### config.mk
export PLATFORM = sky130hd
export DESIGN_NAME = ram_march_bist
export DESIGN_NICKNAME = d
export VERILOG_FILES = /design/src/rtl/ram_march_bist.sv
export SDC_FILE = /design/constraint.sdc
export NUM_CORES = 1
export LEC_CHECK = 0
export CAP_MARGIN = 10
export CORE_ASPECT_RATIO = 0.7
export CORE_UTILIZATION = 40
export CTS_CLUSTER_SIZE = 20
export DETAILED_ROUTE_END_ITERATION = 7
export GPL_TIMING_DRIVEN = 0
export PLACE_DENSITY = 0.69
export SLEW_MARGIN = 20
export SYNTH_ARGS = -nofsm -noshare
export SYNTH_HDL_FRONTEND = slang
export SYNTH_SLANG_ARGS = --single-unit
### constraint.sdc
create_clock -name clk -period 2.5 [get_ports clk]
set_input_delay 0.75 -clock clk [delete_from_list [all_inputs] [get_ports clk]]
set_output_delay 0.75 -clock clk [all_outputs]
set_load 0.03 [all_outputs]
### src/rtl/ram_march_bist.sv
// March C- built-in self-test engine for a small synchronous RAM.
// Drives the RAM ports directly and records the first failing location.
module ram_march_bist #(
    parameter int ADDR_W = 4,
    parameter int DATA_W = 8
) (
    input  logic              clk,
    input  logic              rst_n,
    input  logic              start,
    output logic              busy,
    output logic              done,
    output logic              fail,
    output logic [ADDR_W-1:0] fail_addr,
    output logic [DATA_W-1:0] fail_exp,
    output logic [DATA_W-1:0] fail_got,
    output logic              ram_we,
    output logic              ram_re,
    output logic [ADDR_W-1:0] ram_addr,
    output logic [DATA_W-1:0] ram_din,
    input  logic [DATA_W-1:0] ram_dout
);

    typedef enum logic [2:0] {
        IDLE,
        WRITE,
        READ,
        CHECK,
        DONE
    } state_t;

    localparam logic [ADDR_W-1:0] ADDR_MAX = '1;
    localparam logic [DATA_W-1:0] ONES     = '1;
    localparam logic [DATA_W-1:0] ZEROS    = '0;

    state_t            state;
    state_t            next_state;
    logic [2:0]        elem;
    logic [ADDR_W-1:0] addr;
    logic              descending;
    logic              last_addr;
    logic              accept;
    logic [DATA_W-1:0] rd_bg;
    logic [DATA_W-1:0] wr_bg;

    // E3/E4 walk downwards; E2/E4 read ones; E1/E3 write ones.
    assign descending = (elem == 3'd3) || (elem == 3'd4);
    assign rd_bg      = ((elem == 3'd2) || (elem == 3'd4)) ? ONES : ZEROS;
    assign wr_bg      = ((elem == 3'd1) || (elem == 3'd3)) ? ONES : ZEROS;
    assign last_addr  = descending ? (addr == '0) : (addr == ADDR_MAX);
    assign accept     = ((state == IDLE) || (state == DONE)) && start;

    always_ff @(posedge clk or negedge rst_n) begin
        if (!rst_n) begin
            state <= IDLE;
        end else begin
            state <= next_state;
        end
    end

    always_comb begin
        next_state = state;
        case (state)
            IDLE, DONE: if (start) next_state = WRITE;
            WRITE:      if (addr == ADDR_MAX) next_state = READ;
            READ:       next_state = CHECK;
            CHECK:      next_state = (last_addr && (elem == 3'd5)) ? DONE : READ;
            default:    next_state = IDLE;
        endcase
    end

    // Address counter is reloaded at each element start and never wraps.
    always_ff @(posedge clk or negedge rst_n) begin
        if (!rst_n) begin
            addr <= '0;
            elem <= 3'd0;
        end else begin
            case (state)
                IDLE, DONE: begin
                    if (start) begin
                        addr <= '0;
                        elem <= 3'd0;
                    end
                end
                WRITE: begin
                    if (addr == ADDR_MAX) begin
                        addr <= '0;
                        elem <= 3'd1;
                    end else begin
                        addr <= addr + ADDR_W'(1);
                    end
                end
                CHECK: begin
                    if (last_addr) begin
                        if (elem != 3'd5) begin
                            elem <= elem + 3'd1;
                            addr <= ((elem == 3'd2) || (elem == 3'd3)) ? ADDR_MAX : '0;
                        end
                    end else if (descending) begin
                        addr <= addr - ADDR_W'(1);
                    end else begin
                        addr <= addr + ADDR_W'(1);
                    end
                end
                default: ;
            endcase
        end
    end

    // Only the first mismatch of a run is captured; a new run clears it.
    always_ff @(posedge clk or negedge rst_n) begin
        if (!rst_n) begin
            fail      <= 1'b0;
            fail_addr <= '0;
            fail_exp  <= '0;
            fail_got  <= '0;
        end else if (accept) begin
            fail      <= 1'b0;
            fail_addr <= '0;
            fail_exp  <= '0;
            fail_got  <= '0;
        end else if ((state == CHECK) && (ram_dout != rd_bg) && !fail) begin
            fail      <= 1'b1;
            fail_addr <= addr;
            fail_exp  <= rd_bg;
            fail_got  <= ram_dout;
        end
    end

    always_comb begin
        busy     = 1'b0;
        done     = 1'b0;
        ram_we   = 1'b0;
        ram_re   = 1'b0;
        ram_addr = '0;
        ram_din  = '0;
        case (state)
            WRITE: begin
                busy     = 1'b1;
                ram_we   = 1'b1;
                ram_addr = addr;
            end
            READ: begin
                busy     = 1'b1;
                ram_re   = 1'b1;
                ram_addr = addr;
            end
            CHECK: begin
                busy     = 1'b1;
                ram_addr = addr;
                if (elem != 3'd5) begin
                    ram_we  = 1'b1;
                    ram_din = wr_bg;
                end
            end
            DONE:    done = 1'b1;
            default: ;
        endcase
    end

endmodule

### Word-level counts from Yosys, hierarchy flattened

Index checks and enable logic that the tools add are counted.

* RAM bits: 0
* word-level logic and storage cells: 81
* bits in registers: 31
* input port bits: 11
* output and inout bits: 37
* bits in read-only memories: 0
* bits in latches: 0
* memories: 0

* div/mod/pow operators: 0
* add/subtract/negate cells: 3
* muxes and demuxes: 35
* reductions and logical operators: 19
* $mul: 0
* equal/unequal tests: 17
* bitwise operators: 0
* magnitude comparators: 0
* shifts and indexed selects: 0

Operator list (number)
* two-way mux 8 bit: 8
* two-way mux 4 bit: 9
* two-way mux 3 bit: 7
* equality test 3 x 2 -> 1 bit (second input constant): 4
* one-hot mux 3 bit (4 select lines): 1
* one-hot mux 4 bit (3 select lines): 1
* equality test 3 bit (second input constant): 3
* one-hot mux 3 bit (3 select lines): 1
* != test 2 bit (second input constant): 4
* != test 8 bit: 1
* two-way mux 1 bit: 7
* equality test 3 x 1 -> 1 bit (second input constant): 2
* != test 3 bit (second input constant): 2
* logical OR 1 bit: 5
* AND reduction 5 bit: 1
* adder 4 x 1 -> 4 bit (second input constant): 1
* equality test 4 bit (second input constant): 1
* logical AND 1 bit: 4
* logical NOT 4 bit: 1
* subtractor 4 x 1 -> 4 bit (second input constant): 1
* adder 3 x 1 -> 3 bit (second input constant): 1
* logical NOT 3 bit: 1
* AND reduction 3 bit: 1
* nonzero test 3 bit: 1
* other kinds (6): 6

### Longest topological paths before layout

Gate-level depths: netlist of the first run.

* depth after elaboration: 8
* mapped depth: 8
* gate-level depth less buffers: 7

### Least setup slack after synthesis of the first run

Ideal clock, no wire load.

* path type: reg2out
* from: register elem[0]
* to: output ram_din[1]
* arrival: 1.765 ns
* slack: -0.015 ns
* required time: 1.750 ns
* buffers on the path: 1
* cell stages (with the launch flop): 6
* cell sequence: dfrtp_1 -> ha_1 -> ha_1 -> o21ai_0 -> nor2_1 -> buf_4

* word-level cells in the longest chain between the ends: 5
* elaborated cells between the ends (all ways): 7
* those cells by class: eq/ne: 3; mux: 3; reduce/logical: 1

RTL lines
* from (decl): RTL line 37 `logic [2:0] elem;`
* from (signal assigned): RTL line 95 `elem <= elem + 3'd1;`
* equality test 3 x 1 -> 1 bit or equality test 3 x 2 -> 1 bit (tied branches): RTL line 48 `assign wr_bg = ((elem == 3'd1) || (elem == 3'd3)) ? ONES : ZEROS;`
* logical OR 1 bit: RTL line 48
* two-way mux 8 bit: RTL line 48
* two-way mux 8 bit (*): RTL line 150 `if (elem != 3'd5) begin`
* two-way mux 8 bit (*): RTL line 136 `case (state)`
* to (decl): RTL line 19 `output logic [DATA_W-1:0] ram_din,`

Every way passes the cells marked *; elsewhere a longest branch is shown, timed or not.

### Final worst setup path of the first run

* from: register elem[1]
* to: output ram_din[4]

The elaborated chain is that of the path after synthesis.

==> flow_summary.json, run 1 <==
{
  "ant_nets": 0,
  "drc": 0,
  "final-setup-viol-count": 0,
  "synth.net_count": 211,
  "cts_tree": "done",
  "avgViaCountPerCell": 5.23,
  "drive_above_1_share": 0.244,
  "startpoint_type": "flop",
  "timing.fmax_mhz": 404,
  "critical_path.top_delay_family": "buffers and inverters",
  "antenna_cells": 0,
  "numClockSinks": 24,
  "synth_top_cell_area_share": 0.346,
  "path_cells": "ha_2 -> ha_2 -> o21ai_2 -> nor2_2 -> buf_4 -> buf_4 -> buf_4",
  "ir_drop_v": 0.000569,
  "yosysTopAreaCell": "dfrtp_1",
  "rsz0062_at_grt": "true",
  "firstDrtPassIters": 4,
  "io_buffers": 47,
  "boundaryPins": 48,
  "row_count": 19,
  "post-route-period-util": 0.990,
  "syn_to_final_growth_pct": 35.5,
  "p_leak_nw": 1.07,
  "critical_path_cell_count": 7,
  "die_h_um": 57.1,
  "fill_cells": 373,
  "async_flop_share": 1.00,
  "timing.rr.end": "elem[0]$_DFFE_PN0P_",
  "nNetsFinal": 269,
  "gp_congestion": 0.860,
  "crit_end": "ram_din[4]",
  "maxSlewViolCount": 0,
  "r2r_start": "elem[0]$_DFFE_PN0P_",
  "path_clk_slew_ps": 90,
  "first_iter_violations": 151,
  "grt_pass1_wl_mm": 6.77,
  "hp-class": "input pin to asynchronous set/reset pin",
  "antenna_found_initial": 0,
  "track_usage": 0.197,
  "holdWs_ps": 458,
  "fin_skew_ps": 9.77,
  "ys_top_cells_by_count": "dfrtp_1 (24), nand2_1 (23), inv_1 (19)",
  "seq_area_frac_synth": 0.346,
  "cp_slowest_stage_delay_ps": 410,
  "layout_min_cycle_time_ps": 2470,
  "clockBufferDepth": 2,
  "numCtsBuffers": 3,
  "startpoint": "elem[1]$_DFFE_PN0P_",
  "grt_max_degree": 25,
  "hold_violations": 0,
  "worst_pin_slew_ps": 553,
  "synth.distinct_cells": 42,
  "synth.avg_cell_area_um2": 8.99,
  "path_class": "flop to output pin",
  "synthesis.area_um2": 1740,
  "synth-seq-cells": 24,
  "dieWidth_um": 80.7,
  "multiInputGateArea_um2": 916,
  "maxCapViolations": 0,
  "synth_area_leaders": "dfrtp_1 (35%), mux2i_1 (9.2%), buf_4 (6.1%)",
  "path_max_fanout": 8,
  "synth-edff-count": 0,
  "crit_buf_inv": 3,
  "finalPower_mw": 2.40,
  "cts_root_buf": "clkbuf_8",
  "core_area_um2": 4040,
  "ff_latch_area_um2": 602,
  "reg2reg_slack_ps": 280,
  "dr_total_vias": 1580,
  "rr_worst_depth": 9,
  "drt_wl_total_mm": 4.35,
  "outcome": "completed",
  "place_hpwl_mm": 3.28,
  "synth_ff_type": "dfrtp_1",
  "clock_latency_ps": 270,
  "ctsHtreeMaxLevel": 1,
  "wl_per_cell_um": 14.4,
  "grt_pass1_vias": 1377,
  "crit_path_end_kind": "output pin",
  "grt-ovfl-total": 0,
  "initial_core_util": 0.429,
  "crit_top_cell": "buf_4",
  "critPathSlowestCell": "dfrtp_1",
  "die-area_um2": 4610,
  "cellPowerDensity_nw_per_um2": 1020,
  "cp.arrival_ps": 1720,
  "crit_required_ps": 1750,
  "post-synth-top-count-cell": "dfrtp_1",
  "relSlewSlack": 0.632,
  "yosys_warnings": 0,
  "syn-instance-count": 193
}
==> sequential cells by signal (all words and copies together) (netlist names) <==
register   count
fail           1
fail_got       8
addr           4
fail_addr      4
state          3
elem           3
fail_exp       1
==> through the flow <==
step,setup WS (ps),setup TNS (ps),utilization,instances,area [µm²]
finish,26.2,0,0.582,302,2350
global route,-37.3,-246,0.582,302,2350
CTS,2.80,0,0.577,300,2330
detailed placement,-331,-2960,0.561,292,2270
global placement,-287,-2570,0.563,292,2270
floorplan,214,0,-,193,1740
==> per-layer routing <==
| metal | up-vias | global-route usage | part of all wire |
|---|---|---|---|
| met5 | - | 0 | 0 |
| met1 | 755 | 0.302 | 0.50 |
| li1 | 782 | - | - |
| met2 | 39 | 0.272 | 0.43 |
| met4 | 0 | 0.0459 | 0.0078 |
| met3 | 4 | 0.0528 | 0.060 |
==> how the worst min path moves through the flow <==
stage / start / slack [ps] / cells after the start / endpoint
2_1_floorplan: rst_n / 450 / 0 / addr[0]$_DFFE_PN0P_
3_3_place_gp: fail_addr[0]$_DFFE_PN0P_ / 510 / 2 / fail_addr[0]$_DFFE_PN0P_
4_1_cts: rst_n / 480 / 1 / fail_got[5]$_DFFE_PN0P_
6_report: rst_n / 460 / 1 / fail_got[5]$_DFFE_PN0P_
5_1_grt: rst_n / 500 / 1 / fail_got[5]$_DFFE_PN0P_
3_5_place_dp: fail_got[5]$_DFFE_PN0P_ / 520 / 2 / fail_got[5]$_DFFE_PN0P_
==> where the power goes <==
part / internal, mW / switching [mW] / leakage (nW)
Combinational: 0.602 / 0.902 / 0.724
Sequential: 0.529 / 0.0959 / 0.312
Clock: 0.141 / 0.127 / 0.0288
==> cell families (layout without fill, tap and decap cells) <==
group           after synthesis  count (layout)  share of synthesized area
compound gates               38              38                      0.143
simple gates                 63              63                      0.203
buf+inv                      42              99                      0.137
mux                          19              19                      0.120
fa+ha+maj                     7               7                     0.0505
flops                        24              24                      0.346
==> cell type report <==
cell class                      count  share of cell area
Inverter                           19              0.0303
Clock buffer                        4              0.0234
Sequential cell                    24               0.256
Timing Repair Buffer               53               0.202
Multi-Input combinational cell    127               0.390
Buffer                             23              0.0713
Tap cell                           52              0.0277
==> layout by cell type (no fill, tap or decap), types with 3 or more instances in the layout <==
master,instances
inv_1,19
buf_2,7
nand3_1,6
nor3_1,14
dfrtp_1,23
o21ai_0,14
clkdlybuf4s50_1,30
buf_6,3
a21oi_1,4
clkbuf_8,4
dlygate4sd2_1,7
ha_1,4
mux2i_1,16
nand2_1,22
buf_4,27
a211oi_1,4
ha_2,3
==> repair_timing <==
action	CTS	global route
pin swaps	2	1
hold buffers	0	0
gates resized for setup	60	6
setup endpoints to repair	16	10
setup buffers	4	2
(Power assumes the default switching activity.)
==> run 2: changes to the inputs <==
--- a/config.mk
+++ b/config.mk
@@ -5,13 +5,14 @@
 export SDC_FILE = /design/constraint.sdc
 export NUM_CORES = 1
 export LEC_CHECK = 0
+export ABC_AREA = 1
 export CAP_MARGIN = 10
 export CORE_ASPECT_RATIO = 0.7
 export CORE_UTILIZATION = 40
 export CTS_CLUSTER_SIZE = 20
 export DETAILED_ROUTE_END_ITERATION = 7
 export GPL_TIMING_DRIVEN = 0
-export PLACE_DENSITY = 0.69
+export PLACE_DENSITY = 0.68
 export SLEW_MARGIN = 20
 export SYNTH_ARGS = -nofsm -noshare
 export SYNTH_HDL_FRONTEND = slang
==> flow_summary.json, run 2 <==
{
  "outcome": "completed",
  "path_clk_slew_ps": 90,
  "drt_wl_total_mm": 4.02,
  "critical_path.top_delay_family": "buffers and inverters",
  "boundaryPins": 48,
  "synthesis.area_um2": 1780,
  "nNetsFinal": 295,
  "path_cells": "ha_2 -> ha_2 -> o21ai_2 -> nor2_2 -> buf_4 -> buf_4 -> buf_2",
  "worst_pin_slew_ps": 546,
  "crit_buf_inv": 3,
  "wl_per_cell_um": 12.3,
  "row_count": 19,
  "placed_cell_area_um2": 2310,
  "synth.net_count": 240,
  "yosysTopAreaCell": "dfrtp_1",
  "track_usage": 0.187,
  "firstDrtPassIters": 4,
  "syn-instance-count": 222,
  "antenna_cells": 0,
  "ctsHtreeMaxLevel": 1,
  "path_max_fanout": 8,
  "ant_nets": 0,
  "drc": 0,
  "crit_required_ps": 1750,
  "timing.final.ws_setup_ps": 65.9,
  "synth.avg_cell_area_um2": 8.00,
  "io_buffers": 47,
  "final-setup-viol-count": 0,
  "post-route-period-util": 0.974,
  "async_flop_share": 1.00,
  "seq_area_frac_synth": 0.338,
  "antenna_found_initial": 0,
  "critPathSlowestCell": "dfrtp_1",
  "synth_top_cell_area_share": 0.338,
  "rr_worst_depth": 11,
  "largest_register_ffs": 8,
  "cts-hold-fix-buffers": 0,
  "grt_max_degree": 25,
  "synth-seq-cells": 24,
  "ys_top_cells_by_count": "nand2_1 (49), inv_1 (28), dfrtp_1 (24)",
  "synth.distinct_cells": 26,
  "relSlewSlack": 0.636,
  "synth_ff_type": "dfrtp_1",
  "top_regs": "fail_got: 8 flops, addr: 4 flops, fail_addr: 4 flops",
  "synth_area_leaders": "dfrtp_1 (34%), nand2_1 (10%), o21ai_2 (6.9%)",
  "dr_total_vias": 1563,
  "maxSlewViolCount": 0,
  "ir_drop_v": 0.000826,
  "cellPowerDensity_nw_per_um2": 1380,
  "reg2reg_slack_ps": 750,
  "grt_pass1_wl_mm": 6.68,
  "ff_latch_area_um2": 601,
  "numCtsBuffers": 3,
  "synth-edff-count": 0,
  "cp.arrival_ps": 1680,
  "avgViaCountPerCell": 4.77,
  "cts_root_buf": "clkbuf_8",
  "multiInputGateArea_um2": 901,
  "fin_skew_ps": 10.2,
  "timing.rr.end": "fail_got[3]$_DFFE_PN0P_",
  "timing.fmax_mhz": 411,
  "largest-register": "fail_got",
  "gp_congestion": 0.836,
  "final_cell_mix": "nand2_1 (49), clkdlybuf4s50_1 (30), inv_1 (28)",
  "crit_path_end_kind": "output pin",
  "initial_core_util": 0.435,
  "core_area_um2": 4090,
  "dpl_worst_slack_ps": -420,
  "dieWidth_um": 81.7,
  "rsz0062_at_grt": "false",
  "utilization": 0.572,
  "grt-ovfl-total": 0,
  "cts_tree": "done",
  "yosys_warnings": 0,
  "post-synth-top-count-cell": "nand2_1",
  "syn_to_final_growth_pct": 31.7,
  "clockBufferDepth": 2,
  "path_class": "flop to output pin",
  "layout_min_cycle_time_ps": 2430,
  "die-area_um2": 4720,
  "die_h_um": 57.8,
  "fill_cells": 387,
  "startpoint_type": "flop",
  "p_leak_nw": 1.21,
  "finalPower_mw": 3.24,
  "grt_pass1_vias": 1395,
  "clock_latency_ps": 280,
  "mostFrequentLayoutCell": "nand2_1",
  "place_hpwl_mm": 3.15,
  "hold_violations": 0,
  "finalInstanceArea_um2": 2340,
  "numClockSinks": 24,
  "r2r_start": "elem[0]$_DFFE_PN0P_",
  "hp-class": "input pin to asynchronous set/reset pin",
  "maxCapViolations": 0,
  "drive_above_1_share": 0.330,
  "cp_slowest_stage_delay_ps": 410,
  "first_iter_violations": 71
}
-- run 2: changes by cell type after synthesis, moves of 4 or more --
| cell | previous run | this run |
|---|---|---|
| nand2_1 | 23 | 49 |
| mux2i_1 | 16 | 0 |
| o21ai_2 | 0 | 14 |
| nor3_1 | 14 | 2 |
| o21ai_0 | 15 | 3 |
| nand3_1 | 6 | 17 |
| inv_1 | 19 | 28 |
| nand3_2 | 0 | 9 |
| nor2_1 | 4 | 12 |
| inv_2 | 0 | 7 |
| nand2_2 | 0 | 6 |
| nand4_1 | 2 | 7 |
| a211oi_1 | 4 | 0 |
| buf_2 | 4 | 0 |
-- run 2: logic make-up (layout without fill, tap and decap cells) --
| family | Yosys count | count (layout) | share of synthesized area |
|---|---|---|---|
| buf+inv | 54 | 108 | 0.161 |
| compound gates | 24 | 24 | 0.109 |
| flops | 24 | 24 | 0.338 |
| simple gates | 110 | 110 | 0.327 |
| fa+ha+maj | 7 | 7 | 0.0493 |
| xor+xnor | 3 | 3 | 0.0148 |
-- run 2: how the worst max path moves through the flow --
stage | start | endpoint | slack, ps | depth (start not counted)
after global routing | elem[0]$_DFFE_PN0P_ | ram_din[6] | 2 | 7
after detailed placement | elem[0]$_DFFE_PN0P_ | ram_din[5] | -420 | 6
final | elem[0]$_DFFE_PN0P_ | ram_din[7] | 70 | 7
after CTS | elem[0]$_DFFE_PN0P_ | ram_din[6] | 4 | 7
after floorplan | elem[0]$_DFFE_PN0P_ | ram_din[1] | 20 | 5
after global placement | elem[0]$_DFFE_PN0P_ | ram_din[5] | -360 | 6
-- run 2: stage by stage --
step / cells / hold slack (ps) / TNS (ps)
after global routing: 328 / 504 / 0
after floorplan: 222 / 454 / 0
after global placement: 321 / 498 / -2760
after detailed placement: 321 / 508 / -3230
after CTS: 328 / 527 / 0
final: 328 / 451 / 0
-- run 2: metal layers --
metal	GRT usage	wire [µm]
met5	0	0
met4	0.0426	23
met3	0.0394	244
met2	0.250	1700
met1	0.300	2050
-- run 2: repair_timing --
action | in CTS | in global routing
setup endpoints to repair | 15 | 14
resized for setup | 47 | 13
setup buffers | 3 | 0
pin swaps | 1 | 1
-- run 2: report_power, final --
part           internal, mW  leakage [nW]  switching [mW]  total, mW
clock network         0.141        0.0288           0.130      0.271
registers             0.533         0.306           0.140      0.673
logic                 0.916         0.872            1.38       2.30
total                  1.59          1.21            1.65       3.24
-- run 2: cell type report --
cell class / instances / area share
Buffer: 18 / 0.0642
Clock buffer: 4 / 0.0235
Inverter: 36 / 0.0583
Multi-Input combinational cell: 144 / 0.385
Sequential cell: 24 / 0.257
Tap cell: 52 / 0.0278
Timing Repair Buffer: 50 / 0.184
==> run 3: changes to the inputs <==
--- a/config.mk
+++ b/config.mk
@@ -11,8 +11,8 @@
 export CORE_UTILIZATION = 40
 export CTS_CLUSTER_SIZE = 20
 export DETAILED_ROUTE_END_ITERATION = 7
-export GPL_TIMING_DRIVEN = 0
-export PLACE_DENSITY = 0.68
+export GPL_TIMING_DRIVEN = 1
+export PLACE_DENSITY = 0.8
 export SLEW_MARGIN = 20
 export SYNTH_ARGS = -nofsm -noshare
 export SYNTH_HDL_FRONTEND = slang
==> flow_summary.json, run 3 (synthesis results as in run 2) <==
{
  "gp_congestion": 0.873,
  "fill_cells": 391,
  "maxSlewViolCount": 0,
  "grt_pass1_vias": 1333,
  "finalPower_mw": 3.00,
  "tns_ps": 0,
  "p_leak_nw": 1.11,
  "post_cts_buffers": 0,
  "layout_min_cycle_time_ps": 2400,
  "row_count": 19,
  "path_class": "flop to output pin",
  "largest_register_ffs": 8,
  "cp.arrival_ps": 1650,
  "rsz0062_at_grt": "true",
  "relSlewSlack": 0.786,
  "holdWs_ps": 517,
  "cts_tree": "done",
  "first_iter_violations": 102,
  "cts_root_buf": "clkbuf_8",
  "avgViaCountPerCell": 4.86,
  "drc": 0,
  "ir_drop_v": 0.000749,
  "clockBufferDepth": 2,
  "antenna_cells": 0,
  "fin_skew_ps": 4.65,
  "syn_to_final_growth_pct": 24.1,
  "ant_nets": 0,
  "maxCapViolations": 0,
  "r2r_start": "addr[0]$_DFFE_PN0P_",
  "path_max_fanout": 8,
  "top_regs": "fail_got: 8 flops, addr: 4 flops, fail_addr: 4 flops",
  "boundaryPins": 48,
  "grt_max_degree": 28,
  "grt-ovfl-total": 0,
  "die_h_um": 57.8,
  "placed_cell_area_um2": 2170,
  "clock_latency_ps": 260,
  "worst_pin_slew_ps": 320,
  "nNetsFinal": 276,
  "utilization": 0.539,
  "min-delay-start": "fail_addr[1]$_DFFE_PN0P_",
  "numClockSinks": 24,
  "track_usage": 0.171,
  "outcome": "completed",
  "path_clk_slew_ps": 80,
  "final-setup-viol-count": 0,
  "crit_path_end_kind": "output pin",
  "wl_per_cell_um": 12.0,
  "hold_violations": 0,
  "die-area_um2": 4720,
  "firstDrtPassIters": 4,
  "io_buffers": 47,
  "startpoint_type": "flop",
  "crit_required_ps": 1750,
  "cts-hold-fix-buffers": 0,
  "ctsHtreeMaxLevel": 1,
  "numCtsBuffers": 3,
  "place_hpwl_mm": 2.93,
  "cellPowerDensity_nw_per_um2": 1360,
  "antenna_found_initial": 0,
  "initial_core_util": 0.435,
  "dieWidth_um": 81.7,
  "dr_total_vias": 1497,
  "largest-register": "fail_got",
  "timing.fmax_mhz": 416,
  "hp-class": "flop to flop",
  "finalInstanceArea_um2": 2200,
  "drive_above_1_share": 0.254,
  "core_area_um2": 4090,
  "mostFrequentLayoutCell": "nand2_1",
  "drt_wl_total_mm": 3.69,
  "grt_pass1_wl_mm": 6.20,
  "startpoint": "elem[0]$_DFFE_PN0P_",
  "final_cell_mix": "nand2_1 (49), clkdlybuf4s50_1 (31), inv_1 (28)",
  "post-route-period-util": 0.961
}
## run 3: cell types whose count changed in the layout (fill, tap and decap cells not counted), sizes merged
cell           delta
buf              -19
clkbuf            -4
clkdlybuf4s15     +2
clkdlybuf4s50     +1
## run 3: critical path, cell delays in order, from the launching register on
cell and delay, ps:
dfrtp_2 440, ha_1 250, ha_1 200, o21ai_0 200, nor2_2 110, buf_4 180
## run 3: final timing paths
check	to	slack [ps]	depth (start not counted)
worst min-delay path	fail_addr[1]$_DFFE_PN0P_	520	2
max in group asynchronous	elem[0]$_DFFE_PN0P_	1400	2
worst max-delay path	ram_din[5]	100	5
worst min register to register	fail_addr[1]$_DFFE_PN0P_	520	2
min in group asynchronous	addr[0]$_DFFE_PN0P_	840	2
worst max register to register	addr[2]$_DFFE_PN0P_	710	9
## run 3: layout make-up
class	count	area, µm²	area share
clock buffers	3	41.3	0.0187
inverters	36	136	0.0619
multi-input cells	144	892	0.405
flip-flops and latches	24	602	0.273
well taps	52	65.1	0.0295
repair buffers	49	468	0.212
## run 3: per-stage QoR
stage                     instances  worst slack, ps
after floorplan                 222             16.5
after global placement          305              173
after detailed placement        305             98.5
after CTS                       308             25.0
after global routing            308            -9.79
final                           308             96.8
## run 3: timing repair
action,in CTS,in global routing
resized for setup,8,9
pin swaps,0,1
setup endpoints to repair,15,14
## run 3: where the power goes
| part | switching [mW] | total (mW) | leakage (nW) | internal [mW] |
|---|---|---|---|---|
| registers | 0.153 | 0.687 | 0.305 | 0.535 |
| logic | 1.32 | 2.09 | 0.779 | 0.772 |
| clock network | 0.115 | 0.222 | 0.0216 | 0.108 |
| total | 1.59 | 3.00 | 1.11 | 1.41 |
## run 3: routing by layer
metal  vias to the layer above  part of all wire  track usage
li1                        761                 -            -
met4                         0            0.0046       0.0226
met3                         2             0.063       0.0394
met1                       686              0.49        0.254
met2                        48              0.44        0.260
met5                         -                 0            0
